==> config.mk <==
export PLATFORM = sky130hd
export DESIGN_NAME = axil_reg_write
export DESIGN_NICKNAME = d
export VERILOG_FILES = /design/src/rtl/axil_reg_write.sv
export SDC_FILE = /design/constraint.sdc
export NUM_CORES = 1
export LEC_CHECK = 0
export ABC_AREA = 1
export BUFFER_PORTS_ARGS = -buffer_cell sky130_fd_sc_hd__buf_2
export CORE_ASPECT_RATIO = 0.6
export CORE_MARGIN = 2
export CORE_UTILIZATION = 30
export CTS_CLUSTER_DIAMETER = 200
export DETAILED_ROUTE_END_ITERATION = 6
export PLACE_DENSITY = 0.48
export SYNTH_ARGS = -nofsm -noshare
export SYNTH_HDL_FRONTEND = slang
export SYNTH_SLANG_ARGS = --single-unit
==> constraint.sdc <==
create_clock -name ACLK -period 1.6 [get_ports ACLK]
set_input_delay 0.32 -clock ACLK [delete_from_list [all_inputs] [get_ports ACLK]]
set_output_delay 0.32 -clock ACLK [all_outputs]
set_load 0.02 [all_outputs]
==> src/rtl/axil_reg_write.sv <==
// AXI4-Lite write slave: one-entry AW/W slots commit into a strobed register bank one edge after both are held.
// Ready drops while a slot is full; a held response blocks the next commit until BREADY.
module axil_reg_write #(
    parameter int                DATA_W     = 32,
    parameter int                ADDR_W     = 8,
    parameter int                NUM_REGS   = 4,
    parameter logic [DATA_W-1:0] PULSE_MASK = 'h1
) (
    input  logic                       ACLK,
    input  logic                       ARESETN,
    input  logic [31:0]                AWADDR,
    input  logic                       AWVALID,
    output logic                       AWREADY,
    input  logic [DATA_W-1:0]          WDATA,
    input  logic [DATA_W/8-1:0]        WSTRB,
    input  logic                       WVALID,
    output logic                       WREADY,
    output logic [1:0]                 BRESP,
    output logic                       BVALID,
    input  logic                       BREADY,
    output logic [NUM_REGS*DATA_W-1:0] regs,
    output logic [NUM_REGS-1:0]        wr_pulse,
    output logic [DATA_W-1:0]          cr_pulse
);

    localparam int STRB_W   = DATA_W / 8;
    localparam int ADDR_LSB = $clog2(STRB_W);
    localparam int IDX_W    = ADDR_W - ADDR_LSB;

    localparam logic [0:0] B_IDLE = 1'b0;
    localparam logic [0:0] B_WAIT = 1'b1;

    logic                aw_full_q, aw_full_d;
    logic                w_full_q, w_full_d;
    logic                awready_q, awready_d;
    logic                wready_q, wready_d;
    logic [IDX_W-1:0]    aw_idx_q, aw_idx_d;
    logic [DATA_W-1:0]   w_data_q, w_data_d;
    logic [STRB_W-1:0]   w_strb_q, w_strb_d;
    logic [0:0]          state_q, state_d;
    logic [1:0]          bresp_q, bresp_d;
    logic [DATA_W-1:0]   regs_q [NUM_REGS];
    logic [DATA_W-1:0]   regs_d [NUM_REGS];
    logic [NUM_REGS-1:0] wr_pulse_q, wr_pulse_d;
    logic [DATA_W-1:0]   cr_pulse_q, cr_pulse_d;

    logic                aw_hs;
    logic                w_hs;
    logic                commit;
    logic                idx_hit;
    logic [31:0]         idx_ext;
    logic [DATA_W-1:0]   wmask;
    logic                unused_awaddr;

    assign unused_awaddr = ^{AWADDR[31:ADDR_W], AWADDR[ADDR_LSB-1:0]};

    always_comb begin
        aw_hs   = AWVALID && awready_q;
        w_hs    = WVALID && wready_q;
        commit  = aw_full_q && w_full_q && ((state_q == B_IDLE) || BREADY);
        idx_ext = 32'(aw_idx_q);
        idx_hit = idx_ext < 32'(NUM_REGS);

        wmask = '0;
        for (int b = 0; b < STRB_W; b++) begin
            wmask[b*8 +: 8] = {8{w_strb_q[b]}};
        end

        // Slots only accept while empty, so commit and a new handshake never coincide.
        aw_full_d = commit ? 1'b0 : (aw_hs ? 1'b1 : aw_full_q);
        w_full_d  = commit ? 1'b0 : (w_hs ? 1'b1 : w_full_q);
        awready_d = !aw_full_d;
        wready_d  = !w_full_d;
        aw_idx_d  = aw_hs ? AWADDR[ADDR_W-1:ADDR_LSB] : aw_idx_q;
        w_data_d  = w_hs ? WDATA : w_data_q;
        w_strb_d  = w_hs ? WSTRB : w_strb_q;

        state_d = state_q;
        bresp_d = bresp_q;
        if (commit) begin
            state_d = B_WAIT;
            bresp_d = idx_hit ? 2'b00 : 2'b10;
        end else if ((state_q == B_WAIT) && BREADY) begin
            state_d = B_IDLE;
        end

        regs_d     = regs_q;
        wr_pulse_d = '0;
        cr_pulse_d = '0;
        if (commit && idx_hit) begin
            for (int i = 0; i < NUM_REGS; i++) begin
                if (aw_idx_q == IDX_W'(i)) begin
                    regs_d[i]     = (regs_q[i] & ~wmask) | (w_data_q & wmask);
                    wr_pulse_d[i] = 1'b1;
                    if (i == 0) begin
                        cr_pulse_d = w_data_q & wmask & PULSE_MASK;
                    end
                end
            end
        end
        // Command bits are pulses only; they never hold state in register 0.
        regs_d[0] = regs_d[0] & ~PULSE_MASK;
    end

    always_ff @(posedge ACLK or negedge ARESETN) begin
        if (!ARESETN) begin
            aw_full_q  <= 1'b0;
            w_full_q   <= 1'b0;
            awready_q  <= 1'b0;
            wready_q   <= 1'b0;
            aw_idx_q   <= '0;
            w_data_q   <= '0;
            w_strb_q   <= '0;
            state_q    <= B_IDLE;
            bresp_q    <= 2'b00;
            wr_pulse_q <= '0;
            cr_pulse_q <= '0;
            for (int i = 0; i < NUM_REGS; i++) begin
                regs_q[i] <= '0;
            end
        end else begin
            aw_full_q  <= aw_full_d;
            w_full_q   <= w_full_d;
            awready_q  <= awready_d;
            wready_q   <= wready_d;
            aw_idx_q   <= aw_idx_d;
            w_data_q   <= w_data_d;
            w_strb_q   <= w_strb_d;
            state_q    <= state_d;
            bresp_q    <= bresp_d;
            wr_pulse_q <= wr_pulse_d;
            cr_pulse_q <= cr_pulse_d;
            for (int i = 0; i < NUM_REGS; i++) begin
                regs_q[i] <= regs_d[i];
            end
        end
    end

    assign AWREADY  = awready_q;
    assign WREADY   = wready_q;
    assign BVALID   = (state_q == B_WAIT);
    assign BRESP    = bresp_q;
    assign wr_pulse = wr_pulse_q;
    assign cr_pulse = cr_pulse_q;

    for (genvar g = 0; g < NUM_REGS; g++) begin : g_regs_out
        assign regs[g*DATA_W +: DATA_W] = regs_q[g];
    end

endmodule

**Word-level counts from Yosys, hierarchy flattened**

Cells that the tools add are included.
W data, S select, Z words.

- $lt $le $gt $ge: 1
- Equal/unequal tests: 3
- Mux-type cells: 14
- Bitwise operators: 11
- Reduce and logical (&&, ||, !) cells: 15

Operators with widths:

| kind | number |
|---|---|
| $and A32 B32 Y32 | 5 |
| $or A32 B32 Y32 | 4 |
| $not A32 Y32 | 1 |
| $eq A6 B2 Y1 const B | 2 |
| $mux W1 | 12 |
| $reduce_and A2 Y1 | 4 |
| $eq A6 B1 Y1 const B | 1 |
| $logic_and A1 B1 Y1 | 6 |
| $logic_not A6 Y1 | 1 |
| $lt A6 B3 Y1 const B | 1 |
| $mux W4 | 1 |
| $logic_not A1 Y1 | 2 |
| $mux W2 | 1 |
| $reduce_bool A2 Y1 | 1 |
| $logic_or A1 B1 Y1 | 1 |
| $not A1 Y1 | 1 |

- Bits in registers: 212
- Input port bits: 73
- Word-level logic and storage cells: 59

**Depth between registers and ports, before layout**

Gate-level depths: netlist (run 1).

- Word-level depth: 5
- Depth in mapped cells: 8

**Least setup slack after synthesis (run 1)**

OpenSTA, ideal clock, no wires.

- Path kind: flip-flop to flip-flop
- Start point: register state_q (netlist: BVALID)
- End point: register with a tool-made name
- Setup time: 0.066 ns
- Arrival: 1.284 ns
- Data required time: 1.534 ns
- Setup slack: 0.249 ns
- Stages on the path, launching flop included: 8
- Period minus slack after synthesis: 1.351 ns
- Cell sequence: dfrtp_1 > nand2_1 > nand2_2 > nor2_8 > buf_6 > buf_6 > nand4_1 > nand2_1

RTL lines:

| what | line | source |
|---|---|---|
| start: declaration | 40 | `logic [0:0] state_q, state_d;` |
| start signal: assignment | 129 | `state_q <= state_d;` |

==> impl_metrics.tcl, run 1 <==
set metrics [dict create \
    setup_violations 0 \
    setup_slack_ps 91.23 \
    required_ps 1930 \
    avgSynthCellArea_sq_um 9.270 \
    drc 0 \
    critPathMostFrequentCell "nand2_1" \
    wl_per_cell_um 17.29 \
    power_mw 19.59 \
    ys_ff_latch 180 \
    cp_slowest_stage_delay_ps 380 \
    skew_ps 10.98 \
    syn-cell-area_sq_um 7601 \
    ctsRootBufferMaster "clkbuf_16" \
    antenna_cells 0 \
    start_kind "register" \
    slew_headroom_pct 65.51 \
    crit_buf_inv 2 \
    status "finished, final reports clean" \
    coreArea_sq_um 25110 \
    fillers 2599 \
    core.rowCount 45 \
    clock_path_buffers 2 \
    rsz0062_at_grt "yes" \
    die_area_sq_um 26670 \
    path_class "reg -> reg" \
    grt_pass1_vias 5978 \
    crit_slowest_cell "dfrtp_1" \
    drt_iter0_drc 412 \
    synth_top_family_by_area "simple AND/OR/NAND/NOR gates" \
    clock_sinks 180 \
    hp-class "in -> reg" \
    synth-xor-area-share_pct 0 \
    place.gp.congestion 0.7550 \
    clkTransAtPathRegs_ps 70 \
    dp_hpwl_mm 16.17 \
    crit_path_end_kind "register" \
    cap_violations 0 \
    start_util_pct 30.27 \
    global_route.usage.total_pct 17.79 \
    hold_viol 0 \
    peakVddDrop_mv 0.9300 \
    synthMuxAreaShare_pct 0 \
    synth_fa_ha_area_share_pct 0 \
    synth-simple-area-share_pct 32.15 \
    clkLatencyLatePin_ps 440 \
    grt_max_degree 63 \
    fmax_ghz 0.6628 \
    leakage_nw 5.532 \
    critical_path.top_delay_family "simple AND/OR/NAND/NOR gates" \
    ys_seq_area_share_pct 59.26 \
    firstDrtPassIters 5 \
    final_layout_size_suffix_gt1_share_pct 27.92 \
    period_needed_ps 1509 \
    synth_cell_types 22 \
    synth-compound-area-share_pct 0.3951 \
    syn_inst 820 \
    viasPerCell 4.646 \
    power_density_nw_per_um2 2021 \
    grt_overflow 0 \
    dpl_worst_slack_ps -45.61 \
    areaGrowthSynthToFinish_pct 27.51 \
    portBuffers 182 \
    vias 6304 \
    rrSetupSlack_ps 90 \
    path_max_fanout 8 \
    grt_pass1_wl_mm 35.86 \
    cts_made_buffers 17 \
    worst_pin_slew_ps 517.4 \
    yosys_warnings 0 \
    cts_tree "done" \
    h-tree-depth 4 \
    die_y_um 127.3 \
    die_width_um 209.5 \
    slew_viol_final 0 \
    period_share_pct 94.30 \
    crit_chain "nor2_2, nand2_2, nor2_8, buf_12, clkbuf_16, nand3_2, nand2_1, nand2_1" \
    drt_wl_total_mm 23.46 \
    worstPathArrival_ps 1840 \
    ioPinCount 242 \
    detail-route-antenna-nets 0 \
    setup-tns-final_ps 0 \
    nets 1088 \
    antenna_found_initial 0 \
]
## layout by cell type (no fill, tap or decap), types with 7 or more instances in the layout
master       n
buf_4       29
dfrtp_1    178
nand2_1    378
nand3_2     10
buf_2      181
buf_12      11
inv_1        7
nand4_1    127
clkbuf_16   19
conb_1      33
## power breakdown
part	total, mW	internal (mW)	switching, mW
sequential	7.98	6.26	1.72
clock	4.56	2.70	1.86
combinational	7.05	2.24	4.81
## final cells by class
type / instances / area (sq um) / area share, %
multi-input cells: 576 / 2633 / 27.16
inverters: 11 / 42.54 / 0.4389
clock buffers: 20 / 456.7 / 4.712
well taps: 329 / 411.6 / 4.247
flip-flops and latches: 180 / 4507 / 46.50
clock inverters: 12 / 178.9 / 1.846
repair buffers: 229 / 1463 / 15.09
## stage by stage
step / hold slack, ps / cell area (sq um) / std cells / util, %
after floorplan: 24.41 / 7721 / 852 / -
after global placement: 172.2 / 8917 / 1320 / 35.51
after detailed placement: 172.9 / 8917 / 1320 / 35.51
after CTS: 49.19 / 9573 / 1353 / 38.12
after global routing: 54.21 / 9692 / 1357 / 38.59
final: 75.33 / 9692 / 1357 / 38.59
## worst paths after layout
check | end | startpoint | cells after the start
hold / removal | w_data_q[14] | WDATA[14] | 3
hold reg to reg | register | register | 2
max in group asynchronous | asynchronous set/reset pin | ARESETN | 3
setup reg to reg | register | aw_idx_q[3] | 8
setup / recovery | register | aw_idx_q[3] | 8
min in group asynchronous | asynchronous set/reset pin | ARESETN | 2
## metal layers
layer,vias up,wire (um),GRT usage [%]
met5,-,0,0
met3,18,1511,5.113
met2,192,9525,24.06
li1,3055,-,-
met4,0,246,5.173
met1,3039,12180,27.19
## cell usage after synthesis (all sizes together)
master,count,share of area [%]
nor3,3,0.20
buf,66,6.7
nand3,16,1.6
conb,1,0.049
inv,11,0.54
nand4,127,10
o21ai,5,0.33
nor2,9,0.95
nand2,382,19
a21oi,1,0.066
clkbuf,19,0.95
dfrtp,180,59
## timing repair
| action | CTS | global route |
|---|---|---|
| hold buffers | 1 | 0 |
| buffers inserted | 0 | 2 |
| setup endpoints to repair | 15 | 104 |
| gates resized for setup | 2 | 13 |
| cloned | 0 | 2 |
| hold endpoints to repair | 136 | 0 |
## worst reg2reg max path: cells and delay by family (launching register included)
family / cells / cell delay [ps]
buffers and inverters: 2 / 280
flip-flops: 1 / 380
AND/OR/NAND/NOR: 6 / 730
## cells by family after synthesis
logic type / count (synthesis)
AND/OR/NAND/NOR: 537
flip-flops: 180
buffers and inverters: 96
AO/OA/AOI/OAI: 6
other: 1
Power figures use the tool's default switching activity.
==> run 2, diff against run 1 <==
Settings changed: CORE_UTILIZATION 30 to 25, PLACE_DENSITY 0.48 to 0.41.
==> impl_metrics.tcl, run 2 (synthesized netlist as in run 1, its figures left out) <==
set metrics [dict create \
    global_route.usage.total_pct 15.66 \
    fin_cells 1448 \
    peakVddDrop_mv 0.6941 \
    start_kind "register" \
    die_area_sq_um 31860 \
    final_cell_mix "379 x nand2_1, 181 x buf_2, 178 x dfrtp_1" \
    drt_iter0_drc 386 \
    vias 6323 \
    cap_violations 0 \
    grt_pass1_vias 6112 \
    drc 0 \
    wl_per_cell_um 16.92 \
    required_ps 1940 \
    core.rowCount 49 \
    ioPinCount 242 \
    skew_ps 12.42 \
    place.gp.congestion 0.7632 \
    power_density_nw_per_um2 1985 \
    hold_depth 3 \
    finalInstanceArea_sq_um 9772 \
    final_layout_size_suffix_gt1_share_pct 28.46 \
    cts_made_buffers 17 \
    power_mw 19.39 \
    h-tree-depth 4 \
    hp-start "WDATA[5]" \
    rrSetupSlack_ps 110 \
    setup_violations 0 \
    die_y_um 139.1 \
    slew_viol_final 0 \
    clkTransAtPathRegs_ps 70 \
    antenna_found_initial 1 \
    hold_end "w_data_q[5]" \
    rr_worst_depth 7 \
    drt_wl_total_mm 24.50 \
    cts_tree "done" \
    path_max_fanout 6 \
    crit-reg2reg-launch "aw_idx_q[1]" \
    period_share_pct 93.32 \
    dp_hpwl_mm 17.53 \
    dpl_cell_area_sq_um 9106 \
    period_needed_ps 1493 \
    clkLatencyLatePin_ps 450 \
    status "finished, final reports clean" \
    path_class "reg -> reg" \
    leakage_nw 5.548 \
    hp-class "in -> reg" \
    clock_sinks 180 \
    areaGrowthSynthToFinish_pct 28.56 \
    antenna_cells 0 \
    fmax_ghz 0.6697 \
    grt_pass1_wl_mm 37.57 \
    portBuffers 182 \
    nets 1100 \
    grt_max_degree 49 \
    die_width_um 229.1 \
    start_util_pct 25.41 \
    rsz0062_at_grt "yes" \
    hold_viol 0 \
    detail-route-antenna-nets 0 \
    clock_path_buffers 2 \
    firstDrtPassIters 5 \
    layout_commonest_cell "nand2_1" \
    crit_path_end_kind "register" \
    grt_overflow 0 \
    fillers 3251 \
    ctsRootBufferMaster "clkbuf_16" \
    worstPathArrival_ps 1840 \
    coreArea_sq_um 29920 \
    place_inst 1411 \
    viasPerCell 4.367 \
]
run 2: cell types whose count changed in the layout (fill, tap and decap cells not counted), sizes merged:
cell      delta
inv          +5
buf         +13
clkinv       -1
clkinvlp     +1
clkbuf       -3
bufinv       -3
run 2: worst max-delay path: stages, from the launching register on:
cell and delay, ps:
dfrtp_2 460, inv_1 130, nor2_4 200, buf_4 180, nand3_1 120, buf_4 190
nand2_1 60, nand2_1 50
run 2: how the worst max path moves through the flow:
stage | startpoint | to | cells after the start
3_3_place_gp | aw_idx_q[0] | register | 5
4_1_cts | aw_idx_q[1] | register | 7
2_1_floorplan | BVALID | register | 7
6_report | aw_idx_q[1] | register | 7
5_1_grt | aw_idx_q[5] | register | 7
3_5_place_dp | aw_idx_q[0] | register | 5
run 2: report_power, final:
part	switching, mW	leakage (nW)	internal [mW]
Sequential	1.69	2.41	6.26
Clock	1.95	0.269	2.20
Combinational	4.89	2.87	2.41
run 2: per-stage QoR:
step / hold WS, ps / worst slack [ps] / util, % / setup TNS [ps]
5_1_grt: 57.16 / -17.76 / 32.66 / -61.92
6_report: 61.61 / 106.8 / 32.66 / 0
2_1_floorplan: 24.41 / 249.3 / - / 0
3_3_place_gp: 322.4 / -97.12 / 30.44 / -701.5
3_5_place_dp: 320.7 / -83.79 / 30.44 / -602.8
4_1_cts: 31.78 / 9.075 / 32.39 / 0
run 2: repair_timing:
item | in CTS | in global routing
hold buffers | 1 | 0
pin swaps | 0 | 2
hold endpoints to repair | 40 | 0
endpoints found under the setup margin | 8 | 110
buffers inserted | 0 | 3
cloned | 0 | 1
gates resized for setup | 2 | 8
run 2: layout make-up:
type / instances / area (sq um) / share of cell area [%]
clock inverters: 14 / 127.6 / 1.306
multi-input cells: 576 / 2628 / 26.89
flip-flops and latches: 180 / 4507 / 46.12
well taps: 408 / 510.5 / 5.224
inverters: 11 / 41.29 / 0.4225
repair buffers: 241 / 1519 / 15.54
clock buffers: 18 / 439.2 / 4.494
run 2: per-layer routing:
| layer | up-vias | wire [um] | global-route usage (%) |
|---|---|---|---|
| met1 | 3092 | 12690 | 23.71 |
| met4 | 0 | 261 | 4.306 |
| met3 | 20 | 1088 | 4.091 |
| met5 | - | 0 | 0 |
| met2 | 135 | 10460 | 21.71 |
| li1 | 3076 | - | - |
